<file path="src/rtl/mem_access.sv">
// Memory-access pipeline stage: serialises byte-wide RAM traffic for loads and stores,
// stalls the front of the pipe until the access completes, and extends load data.
module mem_access #(
  parameter int ADDR_W = 17
) (
  input  logic              clk,
  input  logic              rst,
  input  logic [4:0]        mm_wa,
  input  logic              mm_we,
  input  logic [31:0]       mm_wn,
  input  logic [4:0]        mm_mem_e,
  input  logic [31:0]       mm_mem_n,
  output logic [4:0]        wb_wa,
  output logic              wb_we,
  output logic [31:0]       wb_wn,
  output logic              stl_mm,
  output logic [ADDR_W-1:0] ram_a,
  output logic              ram_wr,
  output logic [7:0]        ram_dout,
  input  logic [7:0]        ram_din,
  input  logic              ram_gnt
);

  localparam logic [1:0] IDLE  = 2'd0;
  localparam logic [1:0] ACC   = 2'd1;
  localparam logic [1:0] FLUSH = 2'd2;
  localparam logic [1:0] DONE  = 2'd3;

  logic [1:0]        state_reg, state_next;
  logic [1:0]        cnt_reg;
  logic [1:0]        last_reg;
  logic [ADDR_W-1:0] base_reg;
  logic              store_reg;
  logic [2:0]        f3_reg;
  logic [31:0]       sdata_reg;
  logic [31:0]       ldbuf_reg, ldbuf_next;
  logic              cap_pend_reg;
  logic [1:0]        cap_lane_reg;

  logic              start;
  logic              issue;
  logic              is_last;
  logic [7:0]        store_byte [4];
  logic [31:0]       load_ext;

  // Index of the final byte of the access: 1, 2 or 4 bytes wide.
  function automatic logic [1:0] last_idx(input logic [1:0] sz);
    case (sz)
      2'b00:   last_idx = 2'd0;
      2'b01:   last_idx = 2'd1;
      default: last_idx = 2'd3;
    endcase
  endfunction

  assign start   = (state_reg == IDLE) && mm_mem_e[4];
  assign issue   = (state_reg == ACC) && ram_gnt;
  assign is_last = (cnt_reg == last_reg);

  always_comb begin
    state_next = state_reg;
    case (state_reg)
      IDLE:  if (mm_mem_e[4]) state_next = ACC;
      ACC:   if (issue && is_last) state_next = store_reg ? DONE : FLUSH;
      FLUSH: state_next = DONE;
      DONE:  state_next = IDLE;
      default: state_next = IDLE;
    endcase
  end

  // Each lane of the load buffer takes ram_din one cycle after its byte was issued.
  genvar gi;
  generate
    for (gi = 0; gi < 4; gi++) begin : g_lane
      assign store_byte[gi] = sdata_reg[8*gi +: 8];
      assign ldbuf_next[8*gi +: 8] = (cap_pend_reg && (cap_lane_reg == 2'(gi)))
                                     ? ram_din : ldbuf_reg[8*gi +: 8];
    end
  endgenerate

  always_ff @(posedge clk or posedge rst) begin
    if (rst) begin
      state_reg    <= IDLE;
      cnt_reg      <= 2'd0;
      last_reg     <= 2'd0;
      base_reg     <= '0;
      store_reg    <= 1'b0;
      f3_reg       <= 3'd0;
      sdata_reg    <= 32'd0;
      ldbuf_reg    <= 32'd0;
      cap_pend_reg <= 1'b0;
      cap_lane_reg <= 2'd0;
    end else begin
      state_reg    <= state_next;
      cap_pend_reg <= issue && !store_reg;
      cap_lane_reg <= cnt_reg;
      if (start) begin
        base_reg  <= mm_wn[ADDR_W-1:0];
        last_reg  <= last_idx(mm_mem_e[1:0]);
        store_reg <= mm_mem_e[3];
        f3_reg    <= mm_mem_e[2:0];
        sdata_reg <= mm_mem_n;
        cnt_reg   <= 2'd0;
        ldbuf_reg <= 32'd0;
      end else begin
        if (issue) cnt_reg <= cnt_reg + 2'd1;
        ldbuf_reg <= ldbuf_next;
      end
    end
  end

  // RAM port is driven only while a granted byte is being issued; address wraps at 2^ADDR_W.
  assign ram_a    = issue ? (base_reg + ADDR_W'(cnt_reg)) : '0;
  assign ram_wr   = issue && store_reg;
  assign ram_dout = issue ? store_byte[cnt_reg] : 8'd0;

  always_comb begin
    load_ext = ldbuf_reg;
    case (f3_reg)
      3'b000:  load_ext = {{24{ldbuf_reg[7]}}, ldbuf_reg[7:0]};
      3'b001:  load_ext = {{16{ldbuf_reg[15]}}, ldbuf_reg[15:0]};
      3'b100:  load_ext = {24'd0, ldbuf_reg[7:0]};
      3'b101:  load_ext = {16'd0, ldbuf_reg[15:0]};
      default: load_ext = ldbuf_reg;
    endcase
  end

  assign stl_mm = mm_mem_e[4] && (state_reg != DONE);
  assign wb_wa  = mm_wa;
  assign wb_we  = mm_we & ~(mm_mem_e[4] & mm_mem_e[3]);
  assign wb_wn  = ((state_reg == DONE) && !store_reg) ? load_ext : mm_wn;

endmodule
</file>
<file path="config.mk">
export PLATFORM = sky130hd
export DESIGN_NAME = mem_access
export DESIGN_NICKNAME = d
export VERILOG_FILES = /design/src/rtl/mem_access.sv
export SDC_FILE = /design/constraint.sdc
export NUM_CORES = 1
export LEC_CHECK = 0
export BUFFER_PORTS_ARGS = -buffer_cell sky130_fd_sc_hd__buf_2
export CAP_MARGIN = 0
export CORE_MARGIN = 2
export CORE_UTILIZATION = 45
export CTS_BUF_LIST = sky130_fd_sc_hd__clkbuf_4 sky130_fd_sc_hd__clkbuf_8 sky130_fd_sc_hd__clkbuf_16
export DETAILED_ROUTE_END_ITERATION = 6
export GPL_TIMING_DRIVEN = 0
export PLACE_DENSITY = 0.76
export SLEW_MARGIN = 20
export SYNTH_ARGS = -nofsm -noshare
export SYNTH_HDL_FRONTEND = slang
export SYNTH_SLANG_ARGS = --single-unit
export TNS_END_PERCENT = 1
</file>
<file path="constraint.sdc">
create_clock -name clk -period 4.5 [get_ports clk]
set_clock_uncertainty 0.15 [all_clocks]
set_input_delay 0.45 -clock clk [delete_from_list [all_inputs] [get_ports clk]]
set_output_delay 0.45 -clock clk [all_outputs]
set_load 0.005 [all_outputs]
</file>
# Yosys cells after proc, flatten, opt, wreduce, memory -nomap -nowiden
# Cells that the tools add are included.
# word_totals
ff_bits	94
word_cells	75
inputBits	86
output_inout_bits	65
# op_classes
magnitude_cmp	1
bitwise_logic	4
reduce_logical	22
mux	19
add_sub_neg	2
eq_ne	14
# op_table
cell	n
$pmux 32 s4	1
$mux 32	2
$mux 8	7
$add 17x2->17	1
$mux 17	1
$bmux 8 s2	1
$logic_and 1x1->1	11
$reduce_bool 2->1	5
$eq 2x2->1 const B	4
$mux 2	4
$pmux 2 s4	1
$eq 2x1->1 const B	3
$eq 3x3->1 const B	2
$logic_not 2->1	3
$ne 2x2->1 const B	2
$pmux 2 s2	1
$eq 3x1->1 const B	1
$ge 3x3->1 const B	1
$logic_not 3->1	1
$not 2->3	1
$add 2x1->2 const B	1
$and 1x1->1	2
$eq 2x2->1	1
$ne 2x1->1 const B	1
4 further kinds	4

# Depth between registers and ports, before layout
# depth
ltp_word	5
depth_mapped	7

# Least setup slack after synthesis
# Ideal clock, no wire load.
# synth_path
path_type	register to output
from	reg cnt_reg[0]
to	out ram_a[14]
arrival_time_ns	1.597
required_ns	3.900
n_path_buf	1
path_slack_ns	2.303
stages_incl_launch_ff	8
cell_sequence	dfrtp_1 ha_1 fa_1 and2_1 clkbuf_2 nand4_1 xor2_1 nor2_1
# synth_between
elab_chain_cells	2
# synth_lines
item	line	text
from (decl)	30	logic [1:0] cnt_reg;
from (signal assigned)	105	if (issue) cnt_reg <= cnt_reg + 2'd1;
$add 17x2->17	112	assign ram_a = issue ? (base_reg + ADDR_W'(cnt_reg)) : '0;
$mux 17	112	
to (decl)	17	output logic [ADDR_W-1:0] ram_a,
# No other way between the ends.

# Final worst setup path
# layout_path
from	reg cnt_reg[0]
to	out ram_a[10]
# The elaborated chain is that of the path after synthesis.

==> flow_summary.yaml <==
timing:
  finalCritPeriodShare_pct: 64.57
  tns_ps: 0
  rsz0062_at_grt: "no"
  relSlewSlack_pct: 62.50
  worst_pin_slew_ps: 561.0
  setup_ws_ps: 1594
  setup_viol: 0
  min_period_ps: 2906
  finalHoldViolations: 0
  finalMaxSlewViolations: 0
  fmax_mhz: 344.2
worst_setup_path:
  reg2reg_setup_slack_ps: 2310
  r2r-start: "state_reg[0]"
  timing.rr.end: "ldbuf_reg[8]"
  crit_path_max_fanout: 7
  r2r_cells: 7
  critPathKind: "reg2out"
  arrival_ps: 2310
  cp-start-kind: "flip-flop"
  cp.required_ps: 3900
  end_kind: "primary output"
drt:
  viasPerCell: 5.204
  ant_nets: 0
  wl_um: 13270
  dr.pass1.iters: 5
  drt_iter0_drc: 308
  drc: 0
  routed-via-count: 4460
  routedWlPerCell_um: 15.49
placed_design:
  port_buffers: 145
  dp_hpwl_um: 10090
  place_congestion: 0.8436
  dpl_worst_slack_ps: 1993
grt:
  grt_usage_pct: 23.04
  grt_antenna_before_repair: 0
  grt_pass1_wl_um: 21020
  grt_max_degree: 60
  grt_pass1_vias: 4337
  grt_overflow: 0
floorplanning:
  core_um2: 10790
  initial_core_util_pct: 45.78
  dieArea_um2: 11830
  pin_count: 151
  die_w_um: 108.8
  die_h_um: 108.8
  rows: 38
synth:
  post-synth-top-count-cell: "nand2_1"
  netlist_area_um2: 4941
  synth_common_cells: "168 x nand2_1, 94 x dfrtp_1, 72 x nor2_1"
  yosys.cell_types.count: 36
  ys.flop_type: "dfrtp_1"
  ys_top_cells_by_area: "dfrtp_1 48%, nand2_1 13%, mux2i_1 6.7%"
  synth_seq_cells: 94
  synth_edf_count: 0
  async_reset_ff_share_pct: 100.0
  avgSynthCellArea_um2: 8.887
  synth_top_cell_area_share_pct: 47.61
  yosysWarningCount: 0
  ys_seq_area_share_pct: 47.61
  synthCells: 556
  synth_fp_nets: 649
  synth_top_area_cell: "dfrtp_1"
pwr:
  ir_worst_vdd_uv: 221.6
  power_density_nw_per_um2: 601.5
  p_leak_nw: 3.303
final_layout:
  fill_cells: 985
  drive_above_1_share_pct: 27.89
  n_antenna_cell: 0
  syn_to_final_growth_pct: 23.02
  fin_nets: 807
clock_network:
  cts_root_buf: "clkbuf_8"
  cts_htree_levels: 3
  path_clk_slew_ps: 80
  cts_buffer_depth: 2
  cts_buffers: 9
  post_cts_resized: 0
  cts.sinks: 94
  insertion_delay_ps: 370
  tritoncts: "built"
hold_path:
  min-delay-start: "mm_mem_n[21]"
  hold_path_end: "sdata_reg[21]"
  hold_path.class: "in2reg"
  hold_depth: 3
run_status:
  status: "complete, no violations"
run:
  max_cap_violations: 0
-- routing by layer --
metal	track usage (%)	vias to the layer above	part of all wire, %
li1	-	2139	-
met1	30.38	2150	44
met2	38.04	145	49
met3	3.108	26	5.0
met4	10.26	0	2.5
met5	0	-	0
-- layout make-up --
| cell class | instances | area [um2] | share of cell area, % |
|---|---|---|---|
| buffer | 42 | 207.7 | 3.417 |
| clock buffer | 13 | 166.4 | 2.738 |
| clock inverter | 1 | 30.03 | 0.4940 |
| inverter | 3 | 13.76 | 0.2264 |
| multi-input combinational | 417 | 2370 | 38.99 |
| sequential | 94 | 2352 | 38.70 |
| tap | 140 | 175.2 | 2.882 |
| timing repair buffer | 147 | 763.2 | 12.56 |
-- timing repair --
item / in CTS / in global routing
buffers inserted: 0 / 0
hold buffers: 1 / 0
endpoints found under the hold margin: 35 / 0
-- worst max-delay path by stage --
stage            startpoint           end  slack [ps]  depth (start not counted)
2_1_floorplan           rst   base_reg[0]        1450                          1
3_3_place_gp            rst  base_reg[11]         460                          2
3_5_place_dp     cnt_reg[0]     ram_a[10]        1990                          8
4_1_cts        state_reg[0]     wb_wn[27]        1570                          7
5_1_grt        state_reg[0]     wb_wn[24]        1390                          7
6_report         cnt_reg[0]     ram_a[10]        1590                          8
-- stage by stage --
stage	instance area, um2	utilization (%)	total power, W	hold WS (ps)	instances
after floorplan	4941	-	0.002515	262.6	556
after global placement	5842	54.13	0.003010	304.9	841
after detailed placement	5872	54.41	0.003088	309.6	842
after CTS	6078	56.32	0.003665	109.3	857
after global routing	6078	56.32	0.003942	118.4	857
final	6078	56.32	0.003656	119.5	857
-- where the power goes --
part / internal [W] / switching, W / leakage, nW / total [W]
registers: 0.00121 / 0.000263 / 1.21 / 0.00147
clock network: 0.000294 / 0.000280 / 0.102 / 0.000574
logic: 0.000716 / 0.000894 / 1.99 / 0.00161
total: 0.00222 / 0.00144 / 3.30 / 0.00366
-- critical path, cell delays in order (launching register included) --
cell	delay [ps]
dfrtp_1	440
ha_1	250
fa_1	420
and2_1	180
clkbuf_2	150
nand4_1	120
xor2_1	180
nor2_1	60
buf_2	140
-- layout by cell type (no fill, tap or decap), types with 3 or more instances in the layout --
cell type	n
mux2i_1	33
a21oi_1	36
clkbuf_8	11
xor2_1	13
nor2b_1	11
buf_4	8
clkbuf_1	21
nand3_1	6
and4_1	3
nor2_1	72
xnor2_1	3
or3_1	3
o21ai_0	12
and2_1	3
nand2_1	168
ha_1	6
dfrtp_1	94
mux2_2	9
buf_2	154
and3_1	4
nand4_1	7
mux4_2	8
a31oi_1	8
-- logic make-up after synthesis --
family	Yosys count	share of synthesized area (%)
buffers and inverters	45	4.432
AND/OR/NAND/NOR	283	24.13
AO/OA/AOI/OAI	61	6.685
multiplexers	50	12.38
XOR/XNOR	16	2.836
flip-flops	94	47.61
adder cells (fa/ha/maj)	7	1.925
Power figures use the tool's default switching activity.
